**src/rtl/score_display_scan.sv**
```systemverilog
// rtl/score_display_scan.sv - two-digit seven-segment scanner with blanking, leading-zero suppression and blink
module score_display_scan #(
  parameter int BLANK_CYCLES = 500,
  parameter int SHOW_CYCLES  = 49500,
  parameter int BLINK_DIV    = 12500000
) (
  input  logic       clk,
  input  logic       reset,
  input  logic       enable,
  input  logic       blink,
  input  logic [3:0] displayNum,
  output logic [1:0] digit,
  output logic [6:0] seg,
  output logic [1:0] digitEn,
  output logic       frameDone
);

  localparam int CMAX = (BLANK_CYCLES > SHOW_CYCLES) ? BLANK_CYCLES : SHOW_CYCLES;
  localparam int CW   = $clog2(CMAX + 1);
  localparam int BW   = $clog2(BLINK_DIV + 1);

  localparam logic [CW-1:0] BLANK_LAST  = CW'(BLANK_CYCLES - 1);
  localparam logic [CW-1:0] SHOW_LAST   = CW'(SHOW_CYCLES - 1);
  localparam logic [CW-1:0] SHOW_PENULT = CW'(SHOW_CYCLES - 2);
  localparam logic [BW-1:0] BLINK_LAST  = BW'(BLINK_DIV - 1);
  localparam logic [6:0]    DARK        = 7'h7F;

  typedef enum logic [1:0] {IDLE, BLANK, SHOW} state_t;

  state_t        state;
  logic [CW-1:0] cnt;
  logic [BW-1:0] bcnt;
  logic          phase;
  logic          phase_nxt;
  logic          cur;
  logic [3:0]    nib;

  // Hex nibble to active-low {g,f,e,d,c,b,a}
  function automatic logic [6:0] enc(input logic [3:0] n);
    case (n)
      4'h0: enc = 7'h40;
      4'h1: enc = 7'h79;
      4'h2: enc = 7'h24;
      4'h3: enc = 7'h30;
      4'h4: enc = 7'h19;
      4'h5: enc = 7'h12;
      4'h6: enc = 7'h02;
      4'h7: enc = 7'h78;
      4'h8: enc = 7'h00;
      4'h9: enc = 7'h10;
      4'hA: enc = 7'h08;
      4'hB: enc = 7'h03;
      4'hC: enc = 7'h46;
      4'hD: enc = 7'h21;
      4'hE: enc = 7'h06;
      default: enc = 7'h0E;
    endcase
  endfunction

  // Segment pattern while a digit is lit: tens zero and blink-off phase go dark
  function automatic logic [6:0] lit(input logic [3:0] n, input logic tens,
                                     input logic blk, input logic ph);
    if ((tens && n == 4'd0) || (blk && !ph)) lit = DARK;
    else lit = enc(n);
  endfunction

  assign digit     = {1'b0, cur};
  // Phase as it will be after this edge, so registered segments line up with it
  assign phase_nxt = (bcnt == BLINK_LAST) ? ~phase : phase;

  // Blink divider: free-runs only while the display is enabled
  always_ff @(posedge clk or posedge reset) begin
    if (reset) begin
      bcnt  <= '0;
      phase <= 1'b1;
    end else if (enable) begin
      if (bcnt == BLINK_LAST) begin
        bcnt  <= '0;
        phase <= ~phase;
      end else begin
        bcnt <= bcnt + 1'b1;
      end
    end
  end

  // Scan FSM; outputs are registered alongside the state they belong to
  always_ff @(posedge clk or posedge reset) begin
    if (reset) begin
      state     <= IDLE;
      cnt       <= '0;
      cur       <= 1'b0;
      nib       <= 4'd0;
      seg       <= DARK;
      digitEn   <= 2'b11;
      frameDone <= 1'b0;
    end else if (!enable) begin
      state     <= IDLE;
      cnt       <= '0;
      cur       <= 1'b0;
      seg       <= DARK;
      digitEn   <= 2'b11;
      frameDone <= 1'b0;
    end else begin
      case (state)
        IDLE: begin
          state     <= BLANK;
          cnt       <= '0;
          cur       <= 1'b0;
          seg       <= DARK;
          digitEn   <= 2'b11;
          frameDone <= 1'b0;
        end
        BLANK: begin
          if (cnt == BLANK_LAST) begin
            state     <= SHOW;
            cnt       <= '0;
            nib       <= displayNum;
            seg       <= lit(displayNum, cur, blink, phase_nxt);
            digitEn   <= cur ? 2'b01 : 2'b10;
            frameDone <= cur && (SHOW_CYCLES == 1);
          end else begin
            cnt       <= cnt + 1'b1;
            seg       <= DARK;
            digitEn   <= 2'b11;
            frameDone <= 1'b0;
          end
        end
        SHOW: begin
          if (cnt == SHOW_LAST) begin
            state     <= BLANK;
            cnt       <= '0;
            cur       <= ~cur;
            seg       <= DARK;
            digitEn   <= 2'b11;
            frameDone <= 1'b0;
          end else begin
            cnt       <= cnt + 1'b1;
            seg       <= lit(nib, cur, blink, phase_nxt);
            digitEn   <= cur ? 2'b01 : 2'b10;
            frameDone <= cur && (cnt == SHOW_PENULT);
          end
        end
        default: begin
          state     <= IDLE;
          cnt       <= '0;
          cur       <= 1'b0;
          seg       <= DARK;
          digitEn   <= 2'b11;
          frameDone <= 1'b0;
        end
      endcase
    end
  end

endmodule

```
**config.mk**
```make
export PLATFORM = sky130hd
export DESIGN_NAME = score_display_scan
export DESIGN_NICKNAME = d
export VERILOG_FILES = /design/src/rtl/score_display_scan.sv
export SDC_FILE = /design/constraint.sdc
export NUM_CORES = 1
export LEC_CHECK = 0
export CELL_PAD_IN_SITES_DETAIL_PLACEMENT = 0
export CELL_PAD_IN_SITES_GLOBAL_PLACEMENT = 1
export CORE_MARGIN = 2
export CORE_UTILIZATION = 40
export DETAILED_ROUTE_END_ITERATION = 6
export PLACE_DENSITY_LB_ADDON = 0.1
export SYNTH_ARGS = -nofsm -noshare
export SYNTH_HDL_FRONTEND = slang
export SYNTH_SLANG_ARGS = --single-unit
```
**constraint.sdc**
```tcl
create_clock -name clk -period 2.5 [get_ports clk]
set_clock_uncertainty 0.05 [all_clocks]
set_input_delay 0.5 -clock clk [delete_from_list [all_inputs] [get_ports clk]]
set_output_delay 0.5 -clock clk [all_outputs]
set_load 0.01 [all_outputs]
```
==> summary by stage <==
Synthesis
The share of flip-flops with an asynchronous set or reset after synthesis is 100%. The number of distinct library cells after synthesis is 54. The number of flops mapped to enable cells by yosys is 0. The synthesized netlist occupies a cell area of 3420 sq um. The portion of the post-synthesis area used by sequential elements is 42.8%. A synthesized cell averages 9.50 sq um. The most frequent cell after synthesis is sky130_fd_sc_hd__dfrtp_1. When the netlist entered floorplanning its net count stood at 385.

Among all flip-flop cells after synthesis, the most frequent one is sky130_fd_sc_hd__dfrtp_1. The number of standard cells after synthesis is 360. The Yosys step of the flow raised 0 warnings. By area the synthesized netlist is led by sky130_fd_sc_hd__dfrtp_1 35%, sky130_fd_sc_hd__dfstp_2 7.7%, sky130_fd_sc_hd__ha_1 6.2%.

The top cell type's share of synthesized area is 35.1%. Ranked by instance count, the synthesized netlist is headed by 48 x sky130_fd_sc_hd__dfrtp_1, 46 x sky130_fd_sc_hd__nor2_1, 25 x sky130_fd_sc_hd__nand4_1, 24 x sky130_fd_sc_hd__nand2_1, 20 x sky130_fd_sc_hd__xor2_1. sky130_fd_sc_hd__dfrtp_1 takes more of the synthesized area than any other cell. After synthesis the netlist holds a flip-flop and latch count of 58.

Route
The final wirelength is 7.57 mm. The amount of wire on met2 after detailed routing is 3.54 mm. The count of unresolved DRC violations after routing is 0. The length of routed met3 wiring is 214 um. The highest layer used for signal routing is met4.

For this block, the via count after detailed routing is 2673. Before antenna repair, the detailed router went through 4 iterations. The antenna violation net count after detailed routing is 0. In the final routed layout, each cell accounts on average for 15.3 um. For this block, the initial DRC count from the detailed router was 101. The number of vias per cell after detailed routing is 5.40.

The length of routed wiring on met1 is 3.68 mm.

Clocking
After clock tree synthesis, the clock-pin slew on the worst setup and hold paths is 70 ps. CTS built an H-tree with a depth of 3. In this run, CTS created clock tree buffers numbering 9.

The count of clock tree sinks is 58. The TritonCTS clock tree is built. The buffer levels on the longest clock path is 2. Once the clock tree was built, the resizer swapped 0 gates to a different size.

The number of setup buffers added after CTS is 0. The source-to-sink clock delay at the later pin of the worst-skew pair is 340 ps. The buffer type at the clock tree root is sky130_fd_sc_hd__clkbuf_8. The number of hold buffers added after CTS is 0.

Timing
The final critical-path share of the clock period is 90.2%. The max-slew headroom at the worst pin is 63.4%. The smallest clock period supported by the final layout is computed as 2260 ps. The final count of hold timing violations came to 0.

In the final timing run, aggregate negative setup slack is 0 ps. The maximum achievable frequency is 443 MHz. The final number of max-transition violations is 0.

Setup violations remaining at the end of the flow were counted as 0. Setup repair after global routing left no endpoint under its margin. The slew at the pin closest to its max-slew limit is 550 ps.

Pwr
For this design the total switching power over the nets is 0.000601 W. The combinational share of power is 11.6%. The clock network is responsible for 43.5% of the overall power. The internal portion of the total power is 0.00176 W. The sequential share of power is 44.9%. The analysis attributes to cell leakage a power of 1.66 nW. Summing internal, switching and leakage power gives 0.00236 W. Dividing total power by cell area gives a power density of 592 nW/um^2. The switching part of the total power is 25.4%.

The worst voltage drop across the vdd grid is 226 uV.

Floorplanning
For this configuration, the core starts out at a cell density of 41.4%. In this run the vertical extent of the chip is 96.5 um. The die area is 9310 sq um. The die is 96.5 um wide. The number of top-level pins is 20. In this run the standard cell core region covers 8260 sq um. The row count is 33.

Finish
The fraction of layout instances using a drive strength above 1 is 13.1%. The number of inserted filler cells in the final layout is 817. The final net count is 410.

Relative to the synthesized area, the layout overhead comes to 16.7%. For this run, the share of the core covered by cells in the final layout is 48.3%. 0 antenna diodes ended up in the layout.

Placement
The HPWL after detailed placement is 5.43 mm. At the end of routability-driven placement, the weighted congestion stood at 0.833. Input and output buffers added on the ports amount to 18.

Setup path
The worst setup path is launched from a flop. The worst stage delay on the critical path is 510 ps. The endpoint kind of the worst setup timing path is a flop.

The largest individual stage delay along the critical path comes from the cell sky130_fd_sc_hd__or4_4. The signal arrival time at the worst endpoint is 2430 ps. Walking the worst path, the cells encountered are nor4_4, nand3_2, or4_4, nor3_4, mux2_4.

The critical setup path kind is flop to flop. The required time of the worst setup path is 2670 ps. In this run the worst path has a maximum fanout of 6.

Global routing
The number of global-route vias before repair is 2584. The initial antenna violation count is 0. The pin count of the biggest net entering global routing is 49. For this run, the total global-route usage over all layers was measured as 17.8%. The wire length of the first global-routing pass is 12.7 mm. The total overflow left after global routing is 0.

Hold path
The worst hold path belongs to the class primary input to async pin.

Run
Max-cap violations in this run came to 0.

Outcome
The run finished with clean final reports.
-- layout make-up --
type | instances | area, sq um | share of cell area, %
clock buffer | 12 | 165 | 4.14
clock inverter | 4 | 72.6 | 1.82
inverter | 16 | 60.1 | 1.50
multi-input combinational | 272 | 1830 | 45.9
sequential | 58 | 1460 | 36.7
tap | 105 | 131 | 3.29
timing repair buffer | 28 | 268 | 6.71
-- stage by stage --
stage / hold slack (ps) / instance area [sq um] / setup slack, ps / std cells
after floorplan: 407 / 3420 / 395 / 360
after global placement: 432 / 3750 / 277 / 479
after detailed placement: 434 / 3750 / 213 / 479
after CTS: 350 / 3990 / 226 / 495
after global routing: 375 / 3990 / 166 / 495
final: 356 / 3990 / 244 / 495
-- state kept, by name, indices dropped and copies added (netlist names) --
name	count
bcnt	24
cnt	16
seg	7
nib	4
digitEn	2
state	2
cur	1
frameDone	1
phase	1
-- worst paths after layout --
| check | start | end | slack, ps | cells after the start |
|---|---|---|---|---|
| worst max register to register | cnt[10]$_DFF_PP0_ | nib[2]$_DFFE_PP0P_ | 240 | 5 |
| max in group asynchronous | reset | seg[5]$_DFF_PP1_ | 1440 | 3 |
| worst max-delay path | cnt[10]$_DFF_PP0_ | nib[2]$_DFFE_PP0P_ | 240 | 5 |
| worst min register to register | bcnt[4]$_DFFE_PP0P_ | bcnt[4]$_DFFE_PP0P_ | 440 | 1 |
| worst min-delay path | reset | cnt[5]$_DFF_PP0_ | 360 | 2 |
| min in group clk | bcnt[4]$_DFFE_PP0P_ | bcnt[4]$_DFFE_PP0P_ | 440 | 1 |
-- layout by cell type, fill, tap and decap left out, drive strengths merged, types with 3 or more instances in the layout --
cell type	count
ha	17
mux2i	9
nand4	25
and3	7
buf	10
inv	16
nand2b	3
nor3	7
and4	4
clkdlybuf4s50	18
or3	3
o21ai	15
nor4	6
o211ai	3
xor2	20
o22ai	6
nand3	18
clkbuf	12
or4	3
nand2	24
xnor2	14
a31oi	3
dfrtp	48
a21oi	8
dfstp	10
nor2	46
-- power groups by stage --
stage	Clock (W)	Sequential, W	Combinational [W]
after detailed placement	0	0.00108	0.000276
after CTS	0.00105	0.00106	0.000278
after global placement	0	0.00108	0.000276
after global routing	0.00110	0.00107	0.000311
after floorplan	0	0.00107	0.000189
final	0.00103	0.00106	0.000274
-- layer usage --
layer	vias up	global-route usage, %
met5	-	0
met3	12	2.79
met4	0	7.86
met2	42	28.6
met1	1288	23.8
li1	1331	-
-- worst max-delay path: cells and delay by family, from the launching register on --
kind	cells	cell delay, ps
muxes	1	330
DFF	1	470
and+or+nand+nor	4	1300
-- cells by family (layout without fill, tap and decap cells) --
family                   after synthesis  after routing  share of synthesized area [%]
other                                  1              1                          0.110
multiplexers                          11             11                           3.51
flip-flops                            58             58                           42.8
AND/OR/NAND/NOR                      160            160                           25.6
XOR/XNOR                              34             34                           8.71
adder cells (fa/ha/maj)               17             17                           6.22
buffers and inverters                 30             60                           3.66
AO/OA/AOI/OAI                         49             49                           9.40
No activity file was read; power rests on OpenSTA's default activity.
